==> src/rtl/pc_pkg.sv <==
// Shared definitions for the program counter / return stack slice.
// Holds the default geometry and the command priority encoder.
package pc_pkg;

  localparam int PC_AW        = 8;
  localparam int PC_DEPTH     = 4;
  localparam int PC_RESET_VEC = 0;
  localparam int SP_W         = $clog2(PC_DEPTH) + 1;

  typedef enum logic [2:0] {
    CMD_HOLD,
    CMD_INC,
    CMD_BRANCH,
    CMD_LOAD,
    CMD_CALL,
    CMD_RET
  } cmd_e;

  // Only the highest-priority request acts: ret > call > load > branch > inc.
  function automatic cmd_e sel_cmd(input logic inc, input logic load, input logic branch,
                                   input logic call, input logic ret);
    if (ret)         return CMD_RET;
    else if (call)   return CMD_CALL;
    else if (load)   return CMD_LOAD;
    else if (branch) return CMD_BRANCH;
    else if (inc)    return CMD_INC;
    else             return CMD_HOLD;
  endfunction

endpackage

==> src/rtl/pc_ret_stack.sv <==
// Return-address LIFO. Push/pop are ignored when full/empty; error policy
// lives in the caller.
module pc_ret_stack #(
  parameter int AW    = 8,
  parameter int DEPTH = 4
) (
  input  logic                   clock,
  input  logic                   reset,
  input  logic                   push,
  input  logic                   pop,
  input  logic [AW-1:0]          push_data,
  output logic [AW-1:0]          top_data,
  output logic [$clog2(DEPTH):0] sp,
  output logic                   full,
  output logic                   empty
);

  localparam int IW  = $clog2(DEPTH);
  localparam int SPW = IW + 1;

  logic [AW-1:0] mem [DEPTH];

  assign full  = (sp == SPW'(DEPTH));
  assign empty = (sp == '0);

  always_ff @(posedge clock) begin
    if (reset)
      sp <= '0;
    else if (push && !full)
      sp <= sp + SPW'(1);
    else if (pop && !empty)
      sp <= sp - SPW'(1);
  end

  // Contents are deliberately not reset; sp alone defines validity.
  always_ff @(posedge clock) begin
    if (push && !full)
      mem[sp[IW-1:0]] <= push_data;
  end

  assign top_data = mem[sp[IW-1:0] - IW'(1)];

endmodule

==> src/rtl/pc_call_stack.sv <==
// Program counter with hardware call/return stack and sticky
// overflow/underflow flags.
module pc_call_stack
  import pc_pkg::*;
#(
  parameter int AW        = PC_AW,
  parameter int DEPTH     = PC_DEPTH,
  parameter int RESET_VEC = PC_RESET_VEC
) (
  input  logic                   clock,
  input  logic                   reset,
  input  logic                   stall,
  input  logic                   inc,
  input  logic                   load,
  input  logic                   branch,
  input  logic                   call,
  input  logic                   ret,
  input  logic [AW-1:0]          target_in,
  input  logic [AW-1:0]          offset_in,
  output logic [AW-1:0]          pc_out,
  output logic [$clog2(DEPTH):0] sp_out,
  output logic                   stk_full,
  output logic                   stk_empty,
  output logic                   ovf_err,
  output logic                   unf_err
);

  cmd_e          cmd;
  logic [AW-1:0] pc_next;
  logic [AW-1:0] ret_addr;
  logic          push;
  logic          pop;

  assign cmd = stall ? CMD_HOLD : sel_cmd(inc, load, branch, call, ret);

  pc_ret_stack #(.AW(AW), .DEPTH(DEPTH)) u_stack (
    .clock     (clock),
    .reset     (reset),
    .push      (push),
    .pop       (pop),
    .push_data (pc_out + AW'(1)),
    .top_data  (ret_addr),
    .sp        (sp_out),
    .full      (stk_full),
    .empty     (stk_empty)
  );

  // Same-width addition wraps modulo 2^AW, which also gives signed branch offsets.
  always_comb begin
    pc_next = pc_out;
    push    = 1'b0;
    pop     = 1'b0;
    case (cmd)
      CMD_INC:    pc_next = pc_out + AW'(1);
      CMD_BRANCH: pc_next = pc_out + offset_in;
      CMD_LOAD:   pc_next = target_in;
      CMD_CALL: begin
        if (!stk_full) begin
          push    = 1'b1;
          pc_next = target_in;
        end
      end
      CMD_RET: begin
        if (!stk_empty) begin
          pop     = 1'b1;
          pc_next = ret_addr;
        end
      end
      default: pc_next = pc_out;
    endcase
  end

  always_ff @(posedge clock) begin
    if (reset) begin
      pc_out  <= AW'(RESET_VEC);
      ovf_err <= 1'b0;
      unf_err <= 1'b0;
    end else begin
      pc_out <= pc_next;
      if (cmd == CMD_CALL && stk_full)
        ovf_err <= 1'b1;
      if (cmd == CMD_RET && stk_empty)
        unf_err <= 1'b1;
    end
  end

endmodule

==> config.mk <==
export PLATFORM = sky130hd
export DESIGN_NAME = pc_call_stack
export DESIGN_NICKNAME = d
export VERILOG_FILES = /design/src/rtl/pc_pkg.sv /design/src/rtl/pc_ret_stack.sv /design/src/rtl/pc_call_stack.sv
export SDC_FILE = /design/constraint.sdc
export NUM_CORES = 1
export LEC_CHECK = 0
export ABC_AREA = 1
export CORE_ASPECT_RATIO = 2
export CORE_MARGIN = 3
export CORE_UTILIZATION = 45
export DETAILED_ROUTE_END_ITERATION = 12
export GPL_ROUTABILITY_DRIVEN = 0
export GPL_TIMING_DRIVEN = 0
export PLACE_DENSITY = 0.76
export SYNTH_ARGS = -nofsm -noshare
export SYNTH_HDL_FRONTEND = slang
export SYNTH_HIERARCHICAL = 1
export SYNTH_SLANG_ARGS = --single-unit
==> constraint.sdc <==
create_clock -name clock -period 2.5 [get_ports clock]
set_input_delay 0.25 -clock clock [delete_from_list [all_inputs] [get_ports clock]]
set_output_delay 0.25 -clock clock [all_outputs]
set_load 0.01 [all_outputs]
# [Yosys cells after proc, flatten, opt, wreduce, memory -nomap -nowiden]
# Memory sizes are Yosys's and may differ from the RTL's.
# Cells that the tools add are included.
[totals] reg_bits=13 latch_bits=0 ram_bits=32 mem_bits_ro=0 inputBits=24 out_inout_bits=15 elab_cells=45 memories=1
[classes] add_sub_neg=5 n_mul=0 div_mod_pow=0 magnitude_cmp=0 n_eq_ne=8 shifts=0 n_mux=17 n_bitwise=0 reduce_logical=10
[mem_list] memory="u_stack.mem" words=4 word_bits=8 read_ports=1 rd_ports_with_merged_regs=0 wr=1 line="pc_ret_stack.sv:21" text="logic [AW-1:0] mem [DEPTH];"
[op_table] cell="$pmux 8 s5" n=1
[op_table] cell="$mux 8" n=2
[op_table] cell="$mux 3" n=5
[op_table] cell="$eq 3x3->1 const B" n=3
[op_table] cell="$add 8x1->8 const B" n=1
[op_table] cell="$add 8x8->8" n=1
[op_table] cell="$mux 1" n=7
[op_table] cell="$eq 3x2->1 const B" n=2
[op_table] cell="$reduce_bool 5->1" n=1
[op_table] cell="$logic_and 1x1->1" n=4
[op_table] cell="$mux 2" n=2
[op_table] cell="$ne 2x2->1 const B" n=2
[op_table] cell="$add 3x1->3 const B" n=1
[op_table] cell="$eq 3x1->1 const B" n=1
[op_table] cell="$logic_not 3->1" n=1
[op_table] cell="$reduce_and 3->1" n=1
[op_table] cell="$sub 3x1->3 const B" n=1
[op_table] cell="$logic_not 1->1" n=2
[op_table] cell="$reduce_bool 2->1" n=1
[op_table] cell="$sub 2x1->2 const B" n=1

# [Logic depth before layout (Yosys ltp)]
[depth] ltp_word=11 depth_mapped=14 depth_no_buf=13

# [By module]
# The synthesis kept the hierarchy.
[modules_own_cells] mod="pc_ret_stack" instances=1 cells_each=116 area_each_um2=1466.4
[modules_own_cells] mod="pc_call_stack" instances=1 cells_each=189 area_each_um2=1189.9

# [Least setup slack after synthesis]
# No wires, ideal clock.
[synth_timing] path_type="register to register" start="register u_stack.sp[0]" end="register u_stack.sp[2]" setup_time_ns=0.115 arrival_time_ns=2.370 required_time_ns=2.385 slack_ns=0.016 stages_incl_launch_ff=14 path_buffers=2 period_less_slack_ns=2.484 cell_sequence="dfxtp_1 > buf_6 > inv_4 > buf_6 > ha_1 > nand2_2 > inv_1 > nor2_1 > nand2_4 > fa_1 > a21oi_2 > nand2_1 > a21oi_1 > nor2_1"
[synth_via] elab_chain_len=5 elab_cells_between_ends=15 cone_classes="2 x add/sub; 1 x eq/ne; 6 x mux; 6 x reduce/logical"
[synth_lines] item="start, declared" line="pc_ret_stack.sv:13" text="output logic [$clog2(DEPTH):0] sp,"
[synth_lines] item="start signal, assigned" line="pc_ret_stack.sv:30" text="sp <= sp + SPW'(1);"
[synth_lines] item="start signal, assigned" line="pc_ret_stack.sv:32" text="sp <= sp - SPW'(1);"
[synth_lines] item="$eq 3x3->1 (*)" line="pc_ret_stack.sv:23" text="assign full = (sp == SPW'(DEPTH));"
[synth_lines] item="net stk_full" line="pc_call_stack.sv:22" text="output logic stk_full,"
[synth_lines] item="$mux 1 (*)" line="pc_call_stack.sv:58" text="if (!stk_full) begin"
[synth_lines] item="$mux 1 (*)" line="pc_call_stack.sv:53" text="case (cmd)"
[synth_lines] item="net push" line="pc_call_stack.sv:31" text="logic push;"
[synth_lines] item="$logic_and 1x1->1 (*)" line="pc_ret_stack.sv:29" text="else if (push && !full)"
[synth_lines] item="$mux 3 / $reduce_bool 2->1 (equally long branches)"
# Mark *: on every way through the listed nets, which the timed path passes. The rest lies on a longest branch. The select of a mux whose other input is x is not followed.
# A chain may end at the register's enable or synchronous reset.

# [Final worst setup path]
[layout_timing] start="register u_stack.sp[0]" end="output port stk_full"
[layout_via] elab_chain_len=1
[layout_lines] item="$eq 3x3->1" line="pc_ret_stack.sv:23"
[layout_lines] item="end, declared" line="pc_call_stack.sv:22"
# No other way between the ends.

==> results_dict.tcl <==
set metrics [dict create \
    numPortBuffers 38 \
    cts_tree "done" \
    cts_root_buf "clkbuf_16" \
    netlist_area_mm2 0.00266 \
    die_h_um 115 \
    cts_inserted_buffers 5 \
    maxSlewViolCount 0 \
    place_hpwl_mm 4.79 \
    drc 0 \
    finClkSkew_ns 0.00456 \
    seq_area_frac_synth_pct 46.0 \
    leakage_nw 1.36 \
    dieArea_mm2 0.00692 \
    status "completed" \
    hp-class "flop to flop" \
    ant_nets 0 \
    hold_buffers 0 \
    clk_pin_slew_ns 0.06 \
    clk_path_buf_depth 2 \
    routed_wl_mm 6.16 \
    diodes 0 \
    dr.pass1.iters 4 \
    critPathKind "flop to primary output" \
    finish.net_count 390 \
    antenna_found_initial 0 \
    hold_slack_ns 0.446 \
    tightestPinTransition_ns 0.514 \
    vdd_drop_max_mv 0.604 \
    grt_first_pass_wirelength_mm 10.1 \
    rrSetupSlack_ns 0.18 \
    core_area_mm2 0.00571 \
    hold_viol_final 0 \
    crit_path_max_fanout 11 \
    synthToLayoutAreaGrowth_pct 25.2 \
    yosysUniqueCellTypes 31 \
    period_share_pct 93.9 \
    yosysWarnings 6 \
    crit_top_cell "buf_6" \
    num_rows 39 \
    grt_max_degree 14 \
    h-tree-depth 2 \
    final-setup-viol-count 0 \
    worstPathRequired_ns 2.25 \
    start_util_pct 46.5 \
    drive_gt1_share_pct 12.2 \
    synth_enable_flop_cells 32 \
    pin_count 39 \
    synth.avg_cell_area_um2 8.71 \
    fin_setup_tns_ns 0 \
    grt_pass1_vias 2189 \
    synthCells 305 \
    arrival_ns 2.10 \
    ys_ff_latch 45 \
    synth_fp_nets 343 \
    path_cells "buf_6 -> inv_4 -> buf_6 -> ha_1 -> nand2_2 -> inv_1 -> clkdlybuf4s50_1" \
    via_count 2205 \
    finalCriticalPeriod_ns 2.35 \
    synth-main-ff-cell "edfxtp_1" \
    cp_slowest_cell "clkdlybuf4s50_1" \
    overflow 0 \
    power_density_mw_per_mm2 651 \
    maxCapViolCount 0 \
    power_mw 2.16 \
    via_per_inst 5.33 \
    slew_headroom_pct 65.7 \
    drtIter0Drc 67 \
    fmax_ghz 0.426 \
    cts_sinks 45 \
    async_flop_share_pct 0 \
    insertion_delay_ns 0.28 \
    crit_path_max_incr_delay_ns 0.57 \
    groute.usage.overall_pct 19.5 \
    fp.dieW_um 60.3 \
    startpoint_type "flop" \
    routedWlPerCell_um 14.9 \
    endpoint_kind "primary output" \
]
==> per-stage QoR <==
| stage | util (%) | std cells | area (um^2) | setup WS (ns) |
|---|---|---|---|---|
| after floorplan | - | 305 | 2660 | 0.0155 |
| after global placement | 54.5 | 404 | 3110 | -0.268 |
| after detailed placement | 54.5 | 404 | 3110 | -0.352 |
| after CTS | 57.9 | 412 | 3300 | 0.0716 |
| after global routing | 58.2 | 414 | 3320 | -0.0176 |
| final | 58.2 | 414 | 3320 | 0.154 |
==> power by group <==
part           internal [mW]  switching [mW]  total [mW]  leakage (nW)
sequential             0.848          0.0416       0.889         0.400
clock                  0.499           0.269       0.768        0.0841
combinational          0.220           0.288       0.507         0.871
total                   1.57           0.598        2.16          1.36
==> what timing repair did <==
| action | CTS | global route |
|---|---|---|
| resized for setup | 7 | 2 |
| endpoints found under the hold margin | 0 | 0 |
| setup buffers | 0 | 2 |
| endpoints found under the setup margin | 34 | 1 |
| pin swaps | 0 | 1 |
==> logic make-up after synthesis <==
family | synth area share, %
adder cells (fa/ha/maj) | 7.16
AND/OR/NAND/NOR | 26.0
buffers and inverters | 6.88
XOR/XNOR | 2.97
AO/OA/AOI/OAI | 11.0
flip-flops | 46.0
==> metal layers <==
layer  vias up  wire length (um)  track usage, %  share of wire, %
met1      1052              2270            19.9                37
met2        40              3740            38.2                61
li1       1107                 -               -                 -
met5         -                 0               0                 0
met4         0                51            5.77              0.83
met3         6               106            2.60               1.7
==> cell type report <==
class                      instances  area (um^2)
clock inverter                     1         30.0
multi-input combinational        219         1270
buffer                             3         30.0
clock buffer                       7          143
inverter                          38          153
fill                             495         2380
tap                               61         76.3
sequential                        45         1220
timing repair buffer              40          395
==> path summary, 6_finish.rpt <==
path | cells after the start | to | start
worst max-delay path | 7 | stk_full | u_stack/sp[0]
worst min-delay path | 2 | ovf_err | ovf_err
worst max register to register | 13 | u_stack/sp[2] | u_stack/sp[0]
worst min register to register | 2 | ovf_err | ovf_err
==> synth_stat cells, types with 3 or more instances <==
cell / n / area share (%)
a21oi_1: 12 / 2.3
nand2_2: 6 / 1.4
xor2_1: 6 / 2.0
ha_1: 12 / 5.7
xnor2_1: 3 / 0.99
inv_4: 4 / 0.94
o22ai_1: 8 / 1.9
dfxtp_1: 13 / 9.8
a21oi_2: 3 / 0.99
edfxtp_1: 32 / 36
inv_1: 33 / 4.7
nand3_1: 21 / 4.0
nor2_1: 41 / 5.8
nand2_1: 60 / 8.5
o21ai_1: 7 / 1.3
o21ai_0: 21 / 4.0
nor3_1: 3 / 0.57
==> registers in the layout, summed over array words and instances, names as in the netlist <==
name / flops
unf_err: 1
u_stack/sp: 3
ovf_err: 1
pc_out: 8
u_stack/mem: 32
==> cell usage in the layout (no fill, tap or decap), types with 3 or more instances in the layout <==
cell type and count:
o21ai_0 21, nor2_4 3, nor3_1 3, nand2_2 6
xnor2_1 3, nand2_1 60, nor2_1 36, edfxtp_1 32
a21oi_2 3, clkdlybuf4s50_1 38, xor2_1 6, dfxtp_1 12
nor2_2 5, inv_4 4, clkbuf_16 5, a21oi_1 12
o22ai_1 8, inv_1 33, ha_1 12, nand3_1 21
buf_4 3, o21ai_1 7
==> worst max-delay path: cells and delay by family, from the launching register on <==
kind	cells	cell delay (ns)
fa+ha+maj	1	0.21
buf+inv	5	1.11
flops	1	0.37
simple gates	1	0.12
No activity file was read; power rests on OpenSTA's default activity.
